## config.mk

```make
export PLATFORM = sky130hd
export DESIGN_NAME = ttt_game_ctrl
export DESIGN_NICKNAME = d
export VERILOG_FILES = /design/src/rtl/ttt_game_ctrl.sv
export SDC_FILE = /design/constraint.sdc
export NUM_CORES = 1
export LEC_CHECK = 0
export CORE_ASPECT_RATIO = 1.75
export CORE_UTILIZATION = 40
export CTS_BUF_LIST = sky130_fd_sc_hd__clkbuf_4
export DETAILED_ROUTE_END_ITERATION = 10
export PLACE_DENSITY = 0.67
export SYNTH_ARGS = -nofsm -noshare
export SYNTH_HDL_FRONTEND = slang
export SYNTH_SLANG_ARGS = --single-unit
```

## constraint.sdc

```tcl
create_clock -name clk -period 2.4 [get_ports clk]
set_clock_uncertainty 0.2 [all_clocks]
set_input_delay 0.36 -clock clk [delete_from_list [all_inputs] [get_ports clk]]
set_output_delay 0.36 -clock clk [all_outputs]
set_load 0.1 [all_outputs]
```

## src/rtl/ttt_game_ctrl.sv

```systemverilog
// ============================================================================
// ttt_game_ctrl : tic-tac-toe sequencer - key press decode, board, win/draw
// Revision 1.0
// ============================================================================
`default_nettype none

module ttt_game_ctrl #(
  parameter int HOLD_CYCLES = 50_000_000,
  parameter int TW          = 26
) (
  input  logic        clk,
  input  logic        rst,
  input  logic [11:0] key_data,
  output logic [17:0] board,
  output logic        is_main,
  output logic        is_turn_o,
  output logic        is_right,
  output logic        game_over,
  output logic [1:0]  winner,
  output logic [8:0]  win_mask,
  output logic [3:0]  move_count,
  output logic        illegal
);

  typedef enum logic [1:0] {S_MAIN, S_PLAY, S_CHECK, S_OVER} state_t;

  localparam logic [TW-1:0] TIMER_LAST = TW'(HOLD_CYCLES - 1);
  // Rows, columns, then both diagonals as 9-bit cell masks.
  localparam logic [71:0] LINE_MASKS = {9'h007, 9'h038, 9'h1C0, 9'h049,
                                        9'h092, 9'h124, 9'h111, 9'h054};

  state_t         state_q, state_d;
  logic [17:0]    board_q, board_d;
  logic           is_turn_o_q, is_turn_o_d;
  logic           is_right_q, is_right_d;
  logic [1:0]     winner_q, winner_d;
  logic [8:0]     win_mask_q, win_mask_d;
  logic [3:0]     move_count_q, move_count_d;
  logic           illegal_q, illegal_d;
  logic [11:0]    key_prev_q, key_prev_d;
  logic [TW-1:0]  timer_q, timer_d;

  logic           press, star_press, hash_press, cell_press, cell_occ;
  logic [1:0]     mover;
  logic [8:0]     is_mover, line_hits, line_m;

  always_comb begin
    press      = (key_prev_q == 12'd0) && (key_data != 12'd0) &&
                 ((key_data & (key_data - 12'd1)) == 12'd0);
    star_press = press && key_data[9];
    hash_press = press && key_data[11];
    cell_press = press && (key_data[8:0] != 9'd0);
    mover      = is_turn_o_q ? 2'd2 : 2'd1;
    cell_occ   = 1'b0;
    is_mover   = '0;
    line_hits  = '0;
    line_m     = '0;
    for (int i = 0; i < 9; i++) begin
      if (key_data[i] && (board_q[2*i +: 2] != 2'd0)) cell_occ = 1'b1;
      is_mover[i] = (board_q[2*i +: 2] == mover);
    end
    for (int l = 0; l < 8; l++) begin
      line_m = LINE_MASKS[9*l +: 9];
      if ((is_mover & line_m) == line_m) line_hits = line_hits | line_m;
    end
  end

  always_comb begin
    state_d      = state_q;
    board_d      = board_q;
    is_turn_o_d  = is_turn_o_q;
    is_right_d   = is_right_q ^ hash_press;
    winner_d     = winner_q;
    win_mask_d   = win_mask_q;
    move_count_d = move_count_q;
    illegal_d    = 1'b0;
    key_prev_d   = key_data;
    timer_d      = timer_q;
    case (state_q)
      S_MAIN, S_PLAY: begin
        if (star_press) begin
          board_d      = '0;
          move_count_d = '0;
          is_turn_o_d  = 1'b0;
          winner_d     = 2'd0;
          win_mask_d   = '0;
          state_d      = S_PLAY;
        end else if (state_q == S_PLAY && cell_press) begin
          if (cell_occ) begin
            illegal_d = 1'b1;
          end else begin
            for (int i = 0; i < 9; i++)
              if (key_data[i]) board_d[2*i +: 2] = mover;
            move_count_d = move_count_q + 4'd1;
            state_d      = S_CHECK;
          end
        end
      end
      S_CHECK: begin
        if (line_hits != 9'd0) begin
          winner_d   = mover;
          win_mask_d = line_hits;
          timer_d    = '0;
          state_d    = S_OVER;
        end else if (move_count_q == 4'd9) begin
          winner_d   = 2'd0;
          win_mask_d = '0;
          timer_d    = '0;
          state_d    = S_OVER;
        end else begin
          is_turn_o_d = ~is_turn_o_q;
          state_d     = S_PLAY;
        end
      end
      S_OVER: begin
        timer_d = timer_q + 1'b1;
        // Board, winner and mask stay visible after the return to MAIN.
        if (star_press || timer_q == TIMER_LAST) state_d = S_MAIN;
      end
      default: state_d = S_MAIN;
    endcase
  end

  always_ff @(posedge clk) begin
    if (!rst) begin
      state_q      <= S_MAIN;
      board_q      <= '0;
      is_turn_o_q  <= 1'b0;
      is_right_q   <= 1'b0;
      winner_q     <= 2'd0;
      win_mask_q   <= '0;
      move_count_q <= '0;
      illegal_q    <= 1'b0;
      key_prev_q   <= '0;
      timer_q      <= '0;
    end else begin
      state_q      <= state_d;
      board_q      <= board_d;
      is_turn_o_q  <= is_turn_o_d;
      is_right_q   <= is_right_d;
      winner_q     <= winner_d;
      win_mask_q   <= win_mask_d;
      move_count_q <= move_count_d;
      illegal_q    <= illegal_d;
      key_prev_q   <= key_prev_d;
      timer_q      <= timer_d;
    end
  end

  assign board      = board_q;
  assign is_main    = (state_q == S_MAIN);
  assign game_over  = (state_q == S_OVER);
  assign is_turn_o  = is_turn_o_q;
  assign is_right   = is_right_q;
  assign winner     = winner_q;
  assign win_mask   = win_mask_q;
  assign move_count = move_count_q;
  assign illegal    = illegal_q;

endmodule

`default_nettype wire

```

Word level (Yosys, flattened, before mapping)
Cells that the tools add are included.
- register bits after elaboration: 76
- bits in latches: 0
- RAM bits: 0
- memory bits (read-only): 0
- memories: 0
- add/sub/neg operators: 3
- multiply operators: 0
- div/mod/pow operators: 0
- magnitude comparators: 0
- equal/unequal tests: 30
- shifts and indexed selects: 0
- mux-type cells: 56
- bitwise logic cells: 6
- reduce and logical (&&, ||, !) cells: 59
- operators with widths (cell ; count):
    $mux 18 ; 3
    $mux 9 ; 6
    $mux 26 ; 2
    $pmux 26 s2 ; 1
    $reduce_bool 2->1 ; 21
    $reduce_and 4->1 ; 10
    $mux 2 ; 19
    $add 26x1->26 const B ; 1
    $eq 26x26->1 const B ; 1
    $eq 3x3->1 const B ; 8
    $logic_not 12->1 ; 2
    $eq 2x2->1 ; 9
    $pmux 9 s2 ; 1
    $reduce_bool 9->1 ; 2
    $logic_and 1x1->1 ; 15
    $mux 7 ; 2
    $mux 1 ; 13
    $and 12x12->12 ; 1
    $mux 4 ; 3
    $reduce_bool 12->1 ; 1
    $sub 12x1->12 const B ; 1
    $ne 3x3->1 const B ; 3
    $reduce_and 3->1 ; 3
    $mux 8 ; 1
    other kinds (18) ; 25

Depth between registers and ports, before layout
Gate-level depths: netlist (run 1).
- depth after elaboration: 15
- gate-level depth with buffers: 10

Least setup slack after synthesis (run 1)
Ideal clock, no wire load.
- path kind: register to register
- start point: register is_turn_o_q, in the netlist is_turn_o
- end point: register timer_q[5]
- arrival time: 2.734 ns
- required time: 2.015 ns
- slack: -0.718 ns
- cell stages (with the launch flop): 10
- path buffers: 2
- clock period less this slack: 3.118 ns
- cells stage by stage: dfxtp_1 buf_6 nor3b_2 a22oi_2 a21oi_1 nor4_4 clkbuf_1 nand2_1 a31oi_1 a311oi_1
- word-level cells in the longest chain between the ends: 14
- elaborated cells between the ends (all ways): 31
- RTL lines (item ; line ; RTL):
    start: declaration ; 34 ; logic is_turn_o_q, is_turn_o_d;
    start signal: assignment ; 139 ; is_turn_o_q <= is_turn_o_d;
    $mux 2 * ; 53 ; mover = is_turn_o_q ? 2'd2 : 2'd1;
    $eq 2x2->1 ; 60 ; is_mover[i] = (board_q[2*i +: 2] == mover);
    $eq 3x3->1 ; 64 ; if ((is_mover & line_m) == line_m) line_hits = line_hits | line_m;
    $mux 7 ; 64 ;
    $mux 9 (2 in a row) ; 64 ;
    $mux 8 ; 64 ;
    $mux 7 ; 64 ;
    $mux 9 ; 64 ;
    $mux 6 ; 64 ;
    $mux 3 ; 64 ;
    $reduce_bool 9->1 * ; 100 ; if (line_hits != 9'd0) begin
    $mux 26 / $ne 3x3->1 (equally long branches) ; -- ;
    $pmux 26 s2 / $reduce_and 2->1 (equally long branches) ; -- ;
    end signal: assignment ; 146 ; timer_q <= timer_d;
    end: declaration ; 41 ; logic [TW-1:0] timer_q, timer_d;
Every way passes the cells marked *; elsewhere a longest branch is shown, timed or not.
A chain may end at the register's enable or synchronous reset.

Worst setup path in the final report (run 1)
- start point: register is_turn_o_q, in the netlist is_turn_o
- end point: register timer_q[25]
Same word-level chain as after synthesis.

==> impl_metrics.ini, run 1 <==
[critical_path]
crit_arrival_ps = 2830
slowest_stage = dfxtp_4
r2r_slack_ps = -230
cp_max_fo = 7
worst_ep_required_time_ps = 2600
path_class = flip-flop to flip-flop
slowest_delay_ps = 410
crit_start = is_turn_o
endpoint_kind = flip-flop
r2r-start = is_turn_o
endpoint = timer_q[25]
reg2reg_to = timer_q[25]
critPathLaunchType = flip-flop
r2r_cells = 11
cp_cell_sequence = and3b_2, a22oi_2, buf_4, o22ai_4, nor4_4, a21boi_2, buf_4, nand2b_4, buf_6, buf_6, nor2_1

[drt]
drt_iter0_drc = 185
remaining_drc_errors = 0
dr.pass1.iters = 4
ant_nets = 0
vias = 3957
via_per_inst = 5.56
drt_wl_total_um = 12200
post_drt_wl_per_cell_um = 17.2

[pwr]
clock_power_share_pct = 40.8
p_seq_share_pct = 53.5
power_density_nw_per_um2 = 414
p_switching_mw = 0.524
p_sw_share_pct = 22.2
max-vdd-ir-drop_mv = 0.269
total_leakage_power_nw = 2.26
combPwrFrac_pct = 5.7
internal-power_mw = 1.83

[synth]
synth_area_sq_um = 3650
syn-num-nets = 452
synth_area_leader_cell = dfxtp_1
synthTopCellsByArea = dfxtp_1 (42%), o21ai_0 (5.3%), nand2_1 (5.1%), nor2_1 (3.7%), a21oi_1 (2.9%)
synth_top_family_by_area = simple AND/OR/NAND/NOR gates
synth_cell_types = 59
synthXorXnorAreaFrac_pct = 3.12
synth_top_flop_cell = dfxtp_1
synth_fa_ha_area_share_pct = 1.03
synth.mux.area_fraction_pct = 0.583
synth_simple_gate_area_share_pct = 29.2
synth_top_cell_area_share_pct = 41.7
synthArstFlopShare_pct = 0
yosysWarnings = 0
ys_seq_area_share_pct = 41.7
synth_area_per_cell_sq_um = 8.39
ys_seq_elements = 76
synth_compound_gate_area_share_pct = 20.5
synth_edf_count = 0
synth_cells = 435

[grt]
grt_pass1_wl_um = 18300
first_global_vias = 3822
antenna_found_initial = 1
global_route.overflow_total = 0
track_usage_pct = 26.1
grt_start_max_net_pins = 26

[floorplanning]
core_sq_um = 8780
initial_core_util_pct = 41.6
io_pins = 52
die-width_um = 74.2
die_h_um = 128
rows = 45
die_area_sq_um = 9520

[clock_network]
cts_root_buf = clkbuf_4
cts_tree = done
cts_buffers = 9
clock_latency_ps = 460
cts_hold_buf = 0
h-tree-depth = 3
clkTransAtPathRegs_ps = 120
cts_sinks = 76
clk_path_buf_depth = 2

[sta]
tightest_slew_ps = 444
clock.fmax_ghz = 0.381
finalMaxSlewViolations = 0
rsz0062_at_grt = true
setup_tns_ps = -5650
setup_slack_ps = -226
finalSetupViolations = 35
min_period_ps = 2630
period_share_pct = 109
hold_violations = 0
slew_headroom_pct = 70.1
fin_hold_ws_ps = 108

[hold_path]
hold_path_class = input pin to flip-flop

[placement]
place_hpwl_um = 8200
finalWeightedCongestion = 0.846
port_buffers = 51

[job]
maxCapViolations = 0

[outcome]
status = finished, violations left
violations = setup timing

[final_layout]
syn_to_final_growth_pct = 55.9
fill_cells = 788
multiInputGateArea_sq_um = 2370
layout.nets = 607
ff_latch_area_sq_um = 1580
drive_gt1_share_pct = 42.6
[registers in the layout, indices dropped and copies added, names as in the netlist]
register    flops
board          18
illegal         1
is_right        1
is_turn_o       1
key_prev_q     12
move_count      4
state_q         2
timer_q        26
win_mask        9
winner          2
[layout make-up]
| cell class | instances | share of cell area [%] |
|---|---|---|
| Multi-Input combinational cell | 327 | 41.6 |
| Inverter | 16 | 1.06 |
| Antenna cell | 1 | 0.0440 |
| Clock inverter | 6 | 1.83 |
| Tap cell | 117 | 2.57 |
| Timing Repair Buffer | 160 | 23.9 |
| Sequential cell | 76 | 27.8 |
| Clock buffer | 9 | 1.19 |
[per-stage QoR]
stage               total power, mW  area [sq um]  setup slack [ps]  cells  utilization, %
CTS                            2.37          5440              -156    705            61.9
global placement               1.40          4950              -420    673            56.4
finish                         2.36          5690              -226    712            64.8
floorplan                      1.33          3840              -149    435               -
global route                   2.43          5690              -303    712            64.8
detailed placement             1.40          4950              -493    673            56.4
[logic make-up after synthesis]
kind of cell,Yosys count
xor gates and xnor gates,13
buffers and inverters,33
muxes,2
DFF,76
and+or+nand+nor,197
adders and majority gates,3
AOI/OAI and AO/OA,111
[worst min path at each step]
stage | from | to | slack, ps | cells past startpoint
CTS | key_data[10] | key_prev_q[10] | 260 | 2
floorplan | timer_q[6] | timer_q[6] | 260 | 1
global placement | win_mask[4] | win_mask[4] | 260 | 1
finish | key_data[3] | key_prev_q[3] | 110 | 4
detailed placement | win_mask[1] | win_mask[1] | 260 | 1
global route | key_data[3] | key_prev_q[3] | 120 | 4
[placed cells by master, fill, tap and decap left out, drive strengths merged, types with 4 or more instances in the layout]
cell	netlist	layout
nand3	17	17
a21oi	22	22
and3b	6	6
a21boi	4	4
a31oi	5	5
nor4	9	9
o2bb2ai	4	4
a22oi	6	6
nor2	36	36
clkbuf	11	9
dfxtp	76	76
o21ai	39	39
a22o	7	7
xnor2	12	12
nor2b	11	12
buf	6	147
nand4	13	13
o22ai	6	6
nand2	51	51
and2	10	10
nor3	10	10
nand2b	6	6
and3	5	5
inv	16	16
or3	11	11
clkdlybuf4s50	0	8
dlymetal6s2s	0	5
nor3b	5	5
[power by group through the flow]
stage / clock, mW / sequential (mW) / combinational (mW)
floorplan: 0 / 1.29 / 0.0473
global placement: 0 / 1.29 / 0.107
detailed placement: 0 / 1.29 / 0.109
CTS: 0.978 / 1.26 / 0.133
global route: 1.02 / 1.26 / 0.143
finish: 0.962 / 1.26 / 0.134
[synth_stat cells (3+ instances only)]
library cell  instances
a311oi_1              3
buf_2                 4
nor3b_1               3
nor2b_1              11
o2bb2ai_1             4
a22oi_1               4
and3_1                5
and2_1                9
a31oi_1               4
and3b_1               6
o21ai_0              39
nand4_1              13
nor4_1                7
or3_1                11
ha_1                  3
a21oi_1              21
dfxtp_1              76
nand2b_1              6
nor3_1                8
a21boi_0              3
clkbuf_1             11
nand3_1              17
nor2_1               36
nand2_1              50
inv_1                16
a211oi_1              3
xnor2_1              12
a22o_1                7
o22ai_1               6
[critical path, delay by kind of cell, from the launching register on]
family,cells,cell delay (ps)
flip-flops,1,410
buffers and inverters,4,580
AO/OA/AOI/OAI,3,390
AND/OR/NAND/NOR,4,970
[per-layer routing]
layer	GRT usage, %	share of wire [%]
met1	24.6	35
met2	49.3	58
met3	3.52	2.8
met4	18.6	4.6
met5	0	0
[timing repair]
| item | CTS | global route |
|---|---|---|
| pin swaps | 15 | 45 |
| cloned | 3 | 2 |
| setup endpoints to repair | 57 | 63 |
| resized for setup | 40 | 65 |
| setup buffers | 14 | 10 |
(Power assumes the default switching activity.)
==> run 2: changes to the inputs <==
--- a/config.mk
+++ b/config.mk
@@ -10,6 +10,7 @@
 export CTS_BUF_LIST = sky130_fd_sc_hd__clkbuf_4
 export DETAILED_ROUTE_END_ITERATION = 10
 export PLACE_DENSITY = 0.67
+export SLEW_MARGIN = 20
 export SYNTH_ARGS = -nofsm -noshare
 export SYNTH_HDL_FRONTEND = slang
 export SYNTH_SLANG_ARGS = --single-unit
==> results of run 2 <==
Same layout as run 1: the final DEF is identical, and so are final timing and power.
==> run 3: changes to the inputs <==
--- a/config.mk
+++ b/config.mk
@@ -8,8 +8,10 @@
 export CORE_ASPECT_RATIO = 1.75
 export CORE_UTILIZATION = 40
 export CTS_BUF_LIST = sky130_fd_sc_hd__clkbuf_4
+export CTS_CLUSTER_SIZE = 28
 export DETAILED_ROUTE_END_ITERATION = 10
-export PLACE_DENSITY = 0.67
+export PLACE_DENSITY = 0.65
+export SETUP_SLACK_MARGIN = 0.05
 export SLEW_MARGIN = 20
 export SYNTH_ARGS = -nofsm -noshare
 export SYNTH_HDL_FRONTEND = slang
==> constraint.sdc (replaced) <==
create_clock -name clk -period 2.5 [get_ports clk]
set_clock_uncertainty 0.2 [all_clocks]
set_input_delay 0.375 -clock clk [delete_from_list [all_inputs] [get_ports clk]]
set_output_delay 0.375 -clock clk [all_outputs]
set_load 0.1 [all_outputs]
==> impl_metrics.ini, run 3 (same netlist as run 1, synthesis figures left out) <==
[grt]
track_usage_pct = 25.1
first_global_vias = 3695
grt_use_met2_pct = 47.5
global_route.overflow_total = 0
use_met3_pct = 5.17
grt.busiest_layer = met2
antenna_found_initial = 1
grt_start_max_net_pins = 26
grt_use_met1_pct = 24.2
grt_pass1_wl_um = 17800

[sta]
tightest_slew_ps = 434
slew_headroom_pct = 70.9
finalSetupViolations = 18
setup_slack_ps = -74.3
clock.fmax_ghz = 0.388
finalMaxSlewViolations = 0
hold_violations = 0
setup_tns_ps = -675
rsz0062_at_grt = true
min_period_ps = 2570
period_share_pct = 103

[placement]
finalWeightedCongestion = 0.880
place_hpwl_um = 8170
port_buffers = 51
pre_cts_ws_ps = -373
dp.cells = 656

[pwr]
power_density_nw_per_um2 = 375
power_mw = 1.96
max-vdd-ir-drop_mv = 0.261
total_leakage_power_nw = 2.05

[critical_path]
reg2reg_to = timer_q[13]
slowest_stage = a211o_4
slowest_delay_ps = 390
cp_max_fo = 7
critPathLaunchType = flip-flop
r2r_slack_ps = -70
worst_ep_required_time_ps = 2670
r2r_cells = 8
critPathBufInv = 1
r2r-start = is_turn_o
path_class = flip-flop to flip-flop
endpoint_kind = flip-flop
cp_cell_sequence = buf_6, or3b_4, o32a_4, a31oi_4, nor3_4, a211o_4, or3_1, a21oi_2
critPathTopFamily = compound AO/OA/AOI/OAI gates
crit_arrival_ps = 2750

[drt]
drt_iter0_drc = 174
via_per_inst = 5.50
dr.pass1.iters = 4
drt_wl_total_um = 11500
ant_nets = 0
post_drt_wl_per_cell_um = 16.6
remaining_drc_errors = 0
vias = 3812

[final_layout]
layout.nets = 587
fill_cells = 834
largest_reg_flops = 26
final_cell_mix = buf_4 (112), dfxtp_1 (54), nand2_1 (48)
syn_to_final_growth_pct = 43.5
top_register = timer_q
final_cells = 693
layout.cells.most_common = buf_4
drive_gt1_share_pct = 37.0

[clock_network]
cts_buffers = 9
clkTransAtPathRegs_ps = 120
cts_sinks = 76
cts_root_buf = clkbuf_4
clk_path_buf_depth = 2
h-tree-depth = 3
cts_tree = done
clock_latency_ps = 440

[job]
maxCapViolations = 0

[hold_path]
min_delay_path_depth = 4
hold_end = key_prev_q[3]
hp-start = key_data[3]
hold_path_class = input pin to flip-flop

[floorplanning]
die-width_um = 74.2
initial_core_util_pct = 41.6
rows = 45
die_area_sq_um = 9520
core_sq_um = 8780
die_h_um = 128
io_pins = 52

[outcome]
status = finished, violations left
violations = setup timing
## run 3: cell types whose count changed in the layout (fill, tap and decap cells not counted), sizes merged
cell and delta:
bufinv -3, dlymetal6s2s -1, clkdlybuf4s50 +1, and2 +1
buf -21, nor2b -1, clkbuf +3, clkinv +1
a211o +1
## run 3: worst register-to-register path, delay by kind of cell, from the launching register on
kind                   cells  cell delay [ps]
AOI/OAI and AO/OA          4              990
and+or+nand+nor            3              810
DFF                        1              370
buffers and inverters      1              140
## run 3: report_power, final
part	switching (mW)	total [mW]	internal [mW]
Clock	0.409	0.637	0.228
Combinational	0.0645	0.115	0.0506
Sequential	0.00283	1.21	1.21
Total	0.477	1.96	1.49
## run 3: worst max-delay path by stage
stage / startpoint / slack [ps] / cells after the start / to
final: is_turn_o / -70 / 8 / timer_q[13]
after CTS: is_turn_o / -120 / 11 / timer_q[2]
after global placement: key_data[0] / -340 / 9 / move_count[1]
after floorplan: board[14] / -50 / 8 / timer_q[19]
after detailed placement: key_data[0] / -370 / 9 / move_count[1]
after global routing: is_turn_o / -150 / 10 / timer_q[19]
## run 3: final cells by class
cell class | instances | area (sq um) | area share [%]
Sequential cell | 76 | 1580 | 30.1
Clock buffer | 12 | 90.1 | 1.72
Antenna cell | 1 | 2.50 | 0.0478
Multi-Input combinational cell | 328 | 2190 | 41.9
Tap cell | 117 | 146 | 2.79
Inverter | 16 | 60.1 | 1.15
Clock inverter | 4 | 16.3 | 0.310
Timing Repair Buffer | 139 | 1150 | 21.9
## run 3: per-stage QoR
step	area (sq um)	util [%]	hold slack (ps)
after global routing	5240	59.6	193
after global placement	4790	54.5	265
after CTS	5070	57.7	287
after detailed placement	4790	54.5	258
final	5240	59.6	172
after floorplan	3810	-	262
## run 3: routing by layer
metal / up-vias / share of wire [%]
met2: 85 / 57
met1: 1847 / 36
met5: - / 0
li1: 1849 / -
met3: 31 / 3.1
met4: 0 / 3.8
## run 3: timing repair
action,in CTS,in global routing
cloned,2,3
buffers inserted,9,8
hold buffers,0,0
pin swaps,22,18
gates resized for setup,26,38
setup endpoints to repair,32,62
